$ cat src/rtl/ladder_job_scheduler.sv
// Ladder job scheduler: buffers a 448-bit operand from the host and runs one
// Montgomery-ladder job on the iterator, retrying on fault or timeout.
module ladder_job_scheduler #(
  parameter int WORD_W     = 56,
  parameter int N_WORDS    = 8,
  parameter int BIT_NUMBER = 448,
  parameter int MAX_RETRY  = 2,
  parameter int TIMEOUT    = 2000000
) (
  input  logic              clk,
  input  logic              reset,
  input  logic              in_valid,
  output logic              in_ready,
  input  logic [WORD_W-1:0] in_data,
  output logic              out_valid,
  input  logic              out_ready,
  output logic [WORD_W-1:0] out_data,
  output logic              out_last,
  output logic              job_fail,
  output logic              busy,
  output logic              it_reset,
  output logic              it_enable,
  output logic [WORD_W-1:0] it_bus_input,
  output logic [8:0]        it_bit_number,
  input  logic [WORD_W-1:0] it_bus_output,
  input  logic              it_done,
  input  logic              it_error
);

  localparam int WC_W = (N_WORDS > 1) ? $clog2(N_WORDS) : 1;
  localparam int AC_W = (MAX_RETRY > 0) ? $clog2(MAX_RETRY + 1) : 1;
  localparam int TC_W = (TIMEOUT > 1) ? $clog2(TIMEOUT + 1) : 1;
  localparam logic [WC_W-1:0] LAST_WORD    = WC_W'(N_WORDS - 1);
  localparam logic [AC_W-1:0] RETRY_LIM    = AC_W'(MAX_RETRY);
  localparam logic [TC_W-1:0] TIMEOUT_LAST = TC_W'(TIMEOUT - 1);

  typedef enum logic [2:0] {
    S_IDLE, S_LOAD, S_KICK, S_FEED, S_WAIT, S_CAPTURE, S_CHECK, S_DRAIN
  } state_t;

  state_t            r_state;
  logic [WC_W-1:0]   r_wcnt;
  logic [AC_W-1:0]   r_attempts;
  logic [TC_W-1:0]   r_tcnt;
  logic              r_err_seen;
  logic              r_in_ready;
  logic              r_out_valid;
  logic              r_out_last;
  logic              r_job_fail;
  logic              r_busy;
  logic              r_it_reset;
  logic              r_it_enable;
  logic [WORD_W-1:0] r_out_data;
  logic [WORD_W-1:0] r_it_bus_input;
  logic [WORD_W-1:0] r_inbuf  [N_WORDS];
  logic [WORD_W-1:0] r_outbuf [N_WORDS];

  logic              w_in_fire;
  logic              w_out_fire;
  logic              w_last_word;
  logic [WC_W-1:0]   w_wcnt_next;

  assign w_in_fire   = in_valid && r_in_ready && ((r_state == S_IDLE) || (r_state == S_LOAD));
  assign w_out_fire  = r_out_valid && out_ready && (r_state == S_DRAIN);
  assign w_last_word = (r_wcnt == LAST_WORD);
  assign w_wcnt_next = r_wcnt + 1'b1;

  // Data buffers carry no reset: a mid-job reset leaves them stale but unused.
  // The result buffer is zeroed at job start so a job that never captures drains zeros.
  always_ff @(posedge clk) begin
    if (w_in_fire) begin
      r_inbuf[r_wcnt] <= in_data;
    end
    if ((r_state == S_LOAD) && w_in_fire && w_last_word) begin
      for (int i = 0; i < N_WORDS; i++) begin
        r_outbuf[i] <= '0;
      end
    end else if (r_state == S_CAPTURE) begin
      r_outbuf[r_wcnt] <= it_bus_output;
    end
  end

  always_ff @(posedge clk or posedge reset) begin
    if (reset) begin
      r_state        <= S_IDLE;
      r_wcnt         <= '0;
      r_attempts     <= '0;
      r_tcnt         <= '0;
      r_err_seen     <= 1'b0;
      r_in_ready     <= 1'b0;
      r_out_valid    <= 1'b0;
      r_out_last     <= 1'b0;
      r_out_data     <= '0;
      r_job_fail     <= 1'b0;
      r_busy         <= 1'b0;
      r_it_reset     <= 1'b1;
      r_it_enable    <= 1'b0;
      r_it_bus_input <= '0;
    end else begin
      unique case (r_state)
        S_IDLE: begin
          r_it_reset <= 1'b1;
          r_in_ready <= 1'b1;
          if (w_in_fire) begin
            r_wcnt  <= w_wcnt_next;
            r_busy  <= 1'b1;
            r_state <= S_LOAD;
          end
        end
        S_LOAD: begin
          if (w_in_fire) begin
            if (w_last_word) begin
              r_wcnt     <= '0;
              r_in_ready <= 1'b0;
              r_attempts <= '0;
              r_job_fail <= 1'b0;
              r_state    <= S_KICK;
            end else begin
              r_wcnt <= w_wcnt_next;
            end
          end
        end
        S_KICK: begin
          r_err_seen     <= 1'b0;
          r_it_reset     <= 1'b0;
          r_it_enable    <= 1'b1;
          r_it_bus_input <= r_inbuf[0];
          r_wcnt         <= '0;
          r_state        <= S_FEED;
        end
        S_FEED: begin
          // A completion before the operand is fully fed means the iterator is misbehaving.
          if (it_error || it_done) begin
            r_err_seen <= 1'b1;
          end
          if (w_last_word) begin
            r_wcnt         <= '0;
            r_tcnt         <= '0;
            r_it_bus_input <= '0;
            r_state        <= S_WAIT;
          end else begin
            r_wcnt         <= w_wcnt_next;
            r_it_bus_input <= r_inbuf[w_wcnt_next];
          end
        end
        S_WAIT: begin
          if (it_error) begin
            r_err_seen <= 1'b1;
          end
          if (it_done) begin
            r_state <= S_CAPTURE;
          end else if (r_tcnt == TIMEOUT_LAST) begin
            r_err_seen  <= 1'b1;
            r_it_enable <= 1'b0;
            r_state     <= S_CHECK;
          end else begin
            r_tcnt <= r_tcnt + 1'b1;
          end
        end
        S_CAPTURE: begin
          if (it_error) begin
            r_err_seen <= 1'b1;
          end
          if (w_last_word) begin
            r_wcnt      <= '0;
            r_it_enable <= 1'b0;
            r_state     <= S_CHECK;
          end else begin
            r_wcnt <= w_wcnt_next;
          end
        end
        S_CHECK: begin
          if (r_err_seen && (r_attempts < RETRY_LIM)) begin
            r_attempts <= r_attempts + 1'b1;
            r_it_reset <= 1'b1;
            r_state    <= S_KICK;
          end else begin
            if (r_err_seen) begin
              r_job_fail <= 1'b1;
            end
            r_wcnt      <= '0;
            r_out_valid <= 1'b1;
            r_out_data  <= r_outbuf[0];
            r_out_last  <= (LAST_WORD == '0);
            r_state     <= S_DRAIN;
          end
        end
        S_DRAIN: begin
          if (w_out_fire) begin
            if (w_last_word) begin
              r_out_valid <= 1'b0;
              r_out_last  <= 1'b0;
              r_out_data  <= '0;
              r_job_fail  <= 1'b0;
              r_busy      <= 1'b0;
              r_it_reset  <= 1'b1;
              r_in_ready  <= 1'b1;
              r_wcnt      <= '0;
              r_state     <= S_IDLE;
            end else begin
              r_wcnt     <= w_wcnt_next;
              r_out_data <= r_outbuf[w_wcnt_next];
              r_out_last <= (w_wcnt_next == LAST_WORD);
            end
          end
        end
        default: r_state <= S_IDLE;
      endcase
    end
  end

  assign in_ready      = r_in_ready;
  assign out_valid     = r_out_valid;
  assign out_data      = r_out_data;
  assign out_last      = r_out_last;
  assign job_fail      = r_job_fail;
  assign busy          = r_busy;
  assign it_reset      = r_it_reset;
  assign it_enable     = r_it_enable;
  assign it_bus_input  = r_it_bus_input;
  assign it_bit_number = 9'(BIT_NUMBER);

endmodule
$ cat config.mk
export PLATFORM = sky130hd
export DESIGN_NAME = ladder_job_scheduler
export DESIGN_NICKNAME = d
export VERILOG_FILES = /design/src/rtl/ladder_job_scheduler.sv
export SDC_FILE = /design/constraint.sdc
export NUM_CORES = 1
export LEC_CHECK = 0
export BUFFER_PORTS_ARGS = -buffer_cell sky130_fd_sc_hd__buf_2
export CORE_UTILIZATION = 28
export CTS_CLUSTER_SIZE = 8
export DETAILED_ROUTE_END_ITERATION = 12
export PLACE_DENSITY = 0.43
export SLEW_MARGIN = 20
export SYNTH_ARGS = -nofsm -noshare
export SYNTH_HDL_FRONTEND = slang
export SYNTH_SLANG_ARGS = --single-unit
export TNS_END_PERCENT = 50
$ cat constraint.sdc
create_clock -name clk -period 9.25 [get_ports clk]
set_input_delay 0.4625 -clock clk [delete_from_list [all_inputs] [get_ports clk]]
set_output_delay 0.4625 -clock clk [all_outputs]
set_load 0.01 [all_outputs]
-- Word level (Yosys, flattened, before mapping)
Memories as Yosys holds them, arrays and structs flattened.
Cells that the tools add are included.
- logic and storage cells: 151
- bits in registers: 149
- input bits: 118
- RAM bits: 896
- memories: 2
- output and inout port bits: 128
- mux-type cells: 71
- add/sub/neg operators: 3
- equal/unequal tests: 25
- $lt $le $gt $ge: 1
- reduce and logical (&&, ||, !) cells: 35
- memories (memory ; words ; bits a word ; read ports ; clocked after memory_dff ; write ports ; RTL line ; RTL):
    r_inbuf ; 8 ; 56 ; 2 ; 0 ; 1 ; 55 ; logic [WORD_W-1:0] r_inbuf [N_WORDS];
    r_outbuf ; 8 ; 56 ; 2 ; 0 ; 8 ; 56 ; logic [WORD_W-1:0] r_outbuf [N_WORDS];
- operators with widths (kind ; number):
    56-bit two-way mux ; 5
    56-bit one-hot mux with 2 select lines ; 2
    21-bit two-way mux ; 3
    56-bit OR reduction ; 1
    3-bit two-way mux ; 16
    21-bit one-hot mux with 2 select lines ; 1
    1-bit two-way mux ; 30
    2-bit inequality test, second input constant ; 14
    3-bit one-hot mux with 8 select lines ; 1
    4-bit AND reduction ; 6
    21-bit by 1-bit adder with 21-bit output, second input constant ; 1
    21-bit == test, second input constant ; 1
    3-bit == test, second input constant ; 6
    3-bit one-hot mux with 6 select lines ; 1
    5-bit AND reduction ; 3
    2-bit nonzero test ; 5
    1-bit one-hot mux with 3 select lines ; 3
    3-bit nonzero test ; 3
    1-bit one-hot mux with 4 select lines ; 2
    8-bit AND reduction ; 1
    4-bit nonzero test ; 2
    1-bit logical AND ; 7
    3-bit by 2-bit == test with 1-bit output, second input constant ; 2
    2-bit two-way mux ; 3
    13 further kinds ; 16

-- Longest topological paths before layout
- depth after elaboration: 9
- depth in mapped cells: 11
- depth with buffers taken out: 6

-- Worst setup path after synthesis
Ideal clock, no wire load.
- kind: reg-to-reg
- from: register r_state[1]
- to: memory r_inbuf[0][0] (enable)
- clock period less this slack: 5.622 ns
- setup time: 0.539 ns
- setup slack: 3.628 ns
- required time: 8.711 ns
- stages on the path, launching flop included: 5
- arrival time: 5.083 ns
- buffers on the path: 2
- cell sequence: dfrtp_1 -> buf_6 -> clkbuf_1 -> or4_1 -> nor3_1
- cells in the longest elaborated chain, start to end: 5
- elaborated cells between the ends (all ways): 6
- those cells by class: eq/ne: 1; mux: 2; reduce/logical: 3
- ends and longest elaborated chain (what ; RTL line ; RTL):
    from (decl) ; 41 ; state_t r_state;
    from (signal assigned) ; 85 ; r_state <= S_IDLE;
    from (signal assigned) ; 107 ; r_state <= S_LOAD;
    from (signal assigned) ; 117 ; r_state <= S_KICK;
    3-bit by 1-bit == test with 1-bit output / 3-bit zero test (equally long branches) ; 63 ; assign w_in_fire = in_valid && r_in_ready && ((r_state == S_IDLE) || (r_state == S_LOAD));
    1-bit logical OR * ; 63 ;
    1-bit logical AND * ; 63 ;
    1-bit two-way mux * ; 71 ; if (w_in_fire) begin
    1-bit two-way mux (implied by the code) * ; 72 ; r_inbuf[r_wcnt] <= in_data;
    to (decl) ; 55 ;
Mark *: on every way between the ends. The rest lies on a longest branch, timed or not.

-- Final worst setup path
- from: register r_wcnt[0]
- to: register r_it_bus_input[18] (netlist: it_bus_input[18])
- cells in the longest elaborated chain, start to end: 4
- elaborated cells between the ends (all ways): 5
- those cells by class: add/sub: 1; eq/ne: 1; mux: 2; memory: 1
- ends and longest elaborated chain (what ; RTL line ; RTL):
    from (decl) ; 42 ; logic [WC_W-1:0] r_wcnt;
    from (signal assigned) ; 105 ; r_wcnt <= w_wcnt_next;
    from (signal assigned) ; 119 ; r_wcnt <= w_wcnt_next;
    from (signal assigned) ; 142 ; r_wcnt <= w_wcnt_next;
    3-bit by 1-bit adder with 3-bit output ; 66 ; assign w_wcnt_next = r_wcnt + 1'b1;
    memory read 8 x 56 bit ; n/a ;
    56-bit two-way mux * ; 136 ; if (w_last_word) begin
    56-bit one-hot mux with 2 select lines * ; 100 ; unique case (r_state)
    to (signal assigned) ; 127 ; r_it_bus_input <= r_inbuf[0];
    to (signal assigned) ; 143 ; r_it_bus_input <= r_inbuf[w_wcnt_next];
    to (decl) ; 54 ; logic [WORD_W-1:0] r_it_bus_input;
Marks and branches as above.
A chain may end at the register's enable or synchronous reset.

==> qor.yml <==
route.met3.wl_mm: 9.913
rsz0062_at_grt: "false"
powerDensity_mw_per_mm2: 333.4
cts.reportedPaths.clkPinSlew_ns: 0.05
grt_first_pass_wirelength_mm: 187.7
p_leak_nw: 18.97
syn_avg_cell_area_sq_um: 15.80
grt.overflow.total: 0
arrival_ns: 5.20
io_buffers: 236
worst_pin_slew_ns: 1.210
cts_root_buffer: "clkbuf_16"
slew_viol_final: 0
crit_fanout: 61
ys_seq_elements: 1045
synth_area_leaders: "edfxtp_1 (61%), dfrtp_1 (8.4%), mux2i_1 (6.6%)"
final.setup.tns_ns: 0
top_layer: "met5"
skew_ns: 0.02911
grt_use_total_pct: 16.31
netlist.top_cell.by_area: "edfxtp_1"
setup_viol: 0
num_rows: 144
hold-worst-slack_ns: 0.05823
synth_area_sq_mm: 0.04392
final_layout_size_suffix_gt1_share_pct: 19.31
die-area_sq_mm: 0.1584
fin_crit_ns: 4.613
post_dp_cell_area_sq_mm: 0.04746
floorplan.initialDensity_pct: 28.34
io_pins: 246
synth.distinct_cells: 53
layout.cells.non_filler: 5246
finalPower_mw: 17.56
finalNetCount: 3199
synthTopCellsByCount: "edfxtp_1 (896), and2_1 (397), mux2i_1 (291)"
status: "finished, final reports clean"
cap_violations: 0
met2_length_mm: 62.29
cts_tree: "done"
syn_to_final_growth_pct: 19.94
ys_async_sr_fraction_pct: 14.26
die_w_um: 398.1
hold_path.class: "in -> reg"
drtIter0Drc: 1640
antenna_found_initial: 36
clk_path_buf_depth: 3
fmax_ghz: 0.2168
yosysMostFrequentCell: "edfxtp_1"
cp-start-kind: "flop"
drt_wl_total_mm: 129.6
irDropWorstVdd_mv: 0.6152
clock_latency_ns: 0.78
synthCells: 2779
core_area_sq_mm: 0.1549
clock-sinks: 1045
vias: 25550
synth_top_area_share_pct: 61.26
design_area_sq_mm: 0.05268
ys.flop_type: "edfxtp_1"
cts-htree-levels: 4
yosysSeqAreaShare_pct: 69.75
post-route-period-util_pct: 49.87
criticalPathCategory: "reg -> reg"
hold_violations: 0
grt_pass1_vias: 27240
wl_per_cell_um: 24.71
numCtsBuffers: 151
drc: 0
gp_congestion: 0.7515
synth_enable_flop_cells: 896
m1WireLength_mm: 54.36
cts_resized: 0
avgViaCountPerCell: 4.871
hpwl_mm: 66.87
slew_headroom_pct: 19.31
drtAntennaViolNets: 0
critical_path_required_ns: 9.84
yosysWarnings: 0
r2r_slack_ns: 4.64
die_h_um: 398.1
dp.cells: 4904
end_kind: "flop"
first_pass_iters: 6
grt_max_degree: 133
## per-layer routing
layer,GRT usage (%),vias up
li1,-,11340
met5,0,-
met1,20.32,13250
met3,5.216,220
met2,26.94,701
met4,4.735,50
## placed cells by master, fill, tap and decap left out, types with 58 or more instances in the layout
cell,Yosys,layout
o21ai_0,82,76
nor2_1,84,68
clkbuf_16,0,156
dfrtp_1,148,146
a22oi_1,113,113
mux2i_1,291,291
nor3b_1,58,58
clkbuf_1,126,102
and2_1,397,396
mux4_2,112,112
edfxtp_1,896,896
and3_1,62,62
a21oi_1,124,124
buf_2,56,236
dlygate4sd3_1,0,63
## final cells by class
cell class / instances / area, sq um
flip-flops and latches: 1045 / 30640
clock inverters: 13 / 236.5
diodes: 6 / 15.01
well taps: 2044 / 2557
multi-input cells: 1520 / 12650
inverters: 9 / 41.29
clock buffers: 259 / 4300
repair buffers: 350 / 2231
fillers: 14990 / 102300
## sequential cells by signal (all words and copies together), names as in the netlist, 2 cells and up
signal,cells
r_state,3
r_tcnt,21
it_bus_input,56
r_wcnt,3
r_attempts,2
out_data,56
r_inbuf,448
r_outbuf,448
## through the flow
| stage | setup WS [ns] | utilization, % |
|---|---|---|
| final | 4.637 | 34.00 |
| after global routing | 4.295 | 33.99 |
| after CTS | 4.325 | 33.97 |
| after detailed placement | 4.353 | 30.63 |
| after global placement | 4.440 | 30.63 |
| after floorplan | 3.628 | - |
## cells by family (layout without fill, tap and decap cells)
group	after synthesis	count (layout)	share of synthesized area (%)
DFF	1045	1045	69.75
and+or+nand+nor	696	696	9.541
muxes	407	407	12.48
AOI/OAI and AO/OA	404	404	5.928
buffers and inverters	221	631	2.168
adders and majority gates	4	4	0.1140
other	2	15	0.01710
## power by group
group | internal (mW) | total, mW | switching [mW]
Clock | 3.15 | 5.24 | 2.09
Combinational | 2.36 | 6.05 | 3.69
Sequential | 5.86 | 6.27 | 0.408
## path summary, 6_finish.rpt
check | startpoint | end | cells after the start
setup / recovery | r_wcnt[0] | it_bus_input[18] | 7
hold / removal | it_bus_output[35] | r_outbuf[4][35] | 2
setup reg to reg | r_wcnt[0] | it_bus_input[18] | 7
hold reg to reg | it_reset | it_reset | 2
max in group asynchronous | reset | r_state[0] | 5
min in group asynchronous | reset | out_data[43] | 3
## timing repair
action / CTS / global route
endpoints found under the hold margin: 527 / 0
hold buffers: 63 / 0
setup buffers: 0 / 0
## worst max-delay path: stages, from the launching register on
cell and delay (ns):
dfrtp_4 1.01, inv_1 0.22, ha_4 0.79, buf_4 0.78, buf_4 0.88, mux4_2 0.41, mux2i_1 0.13, o21ai_0 0.11
No activity file was read; power rests on OpenSTA's default activity.
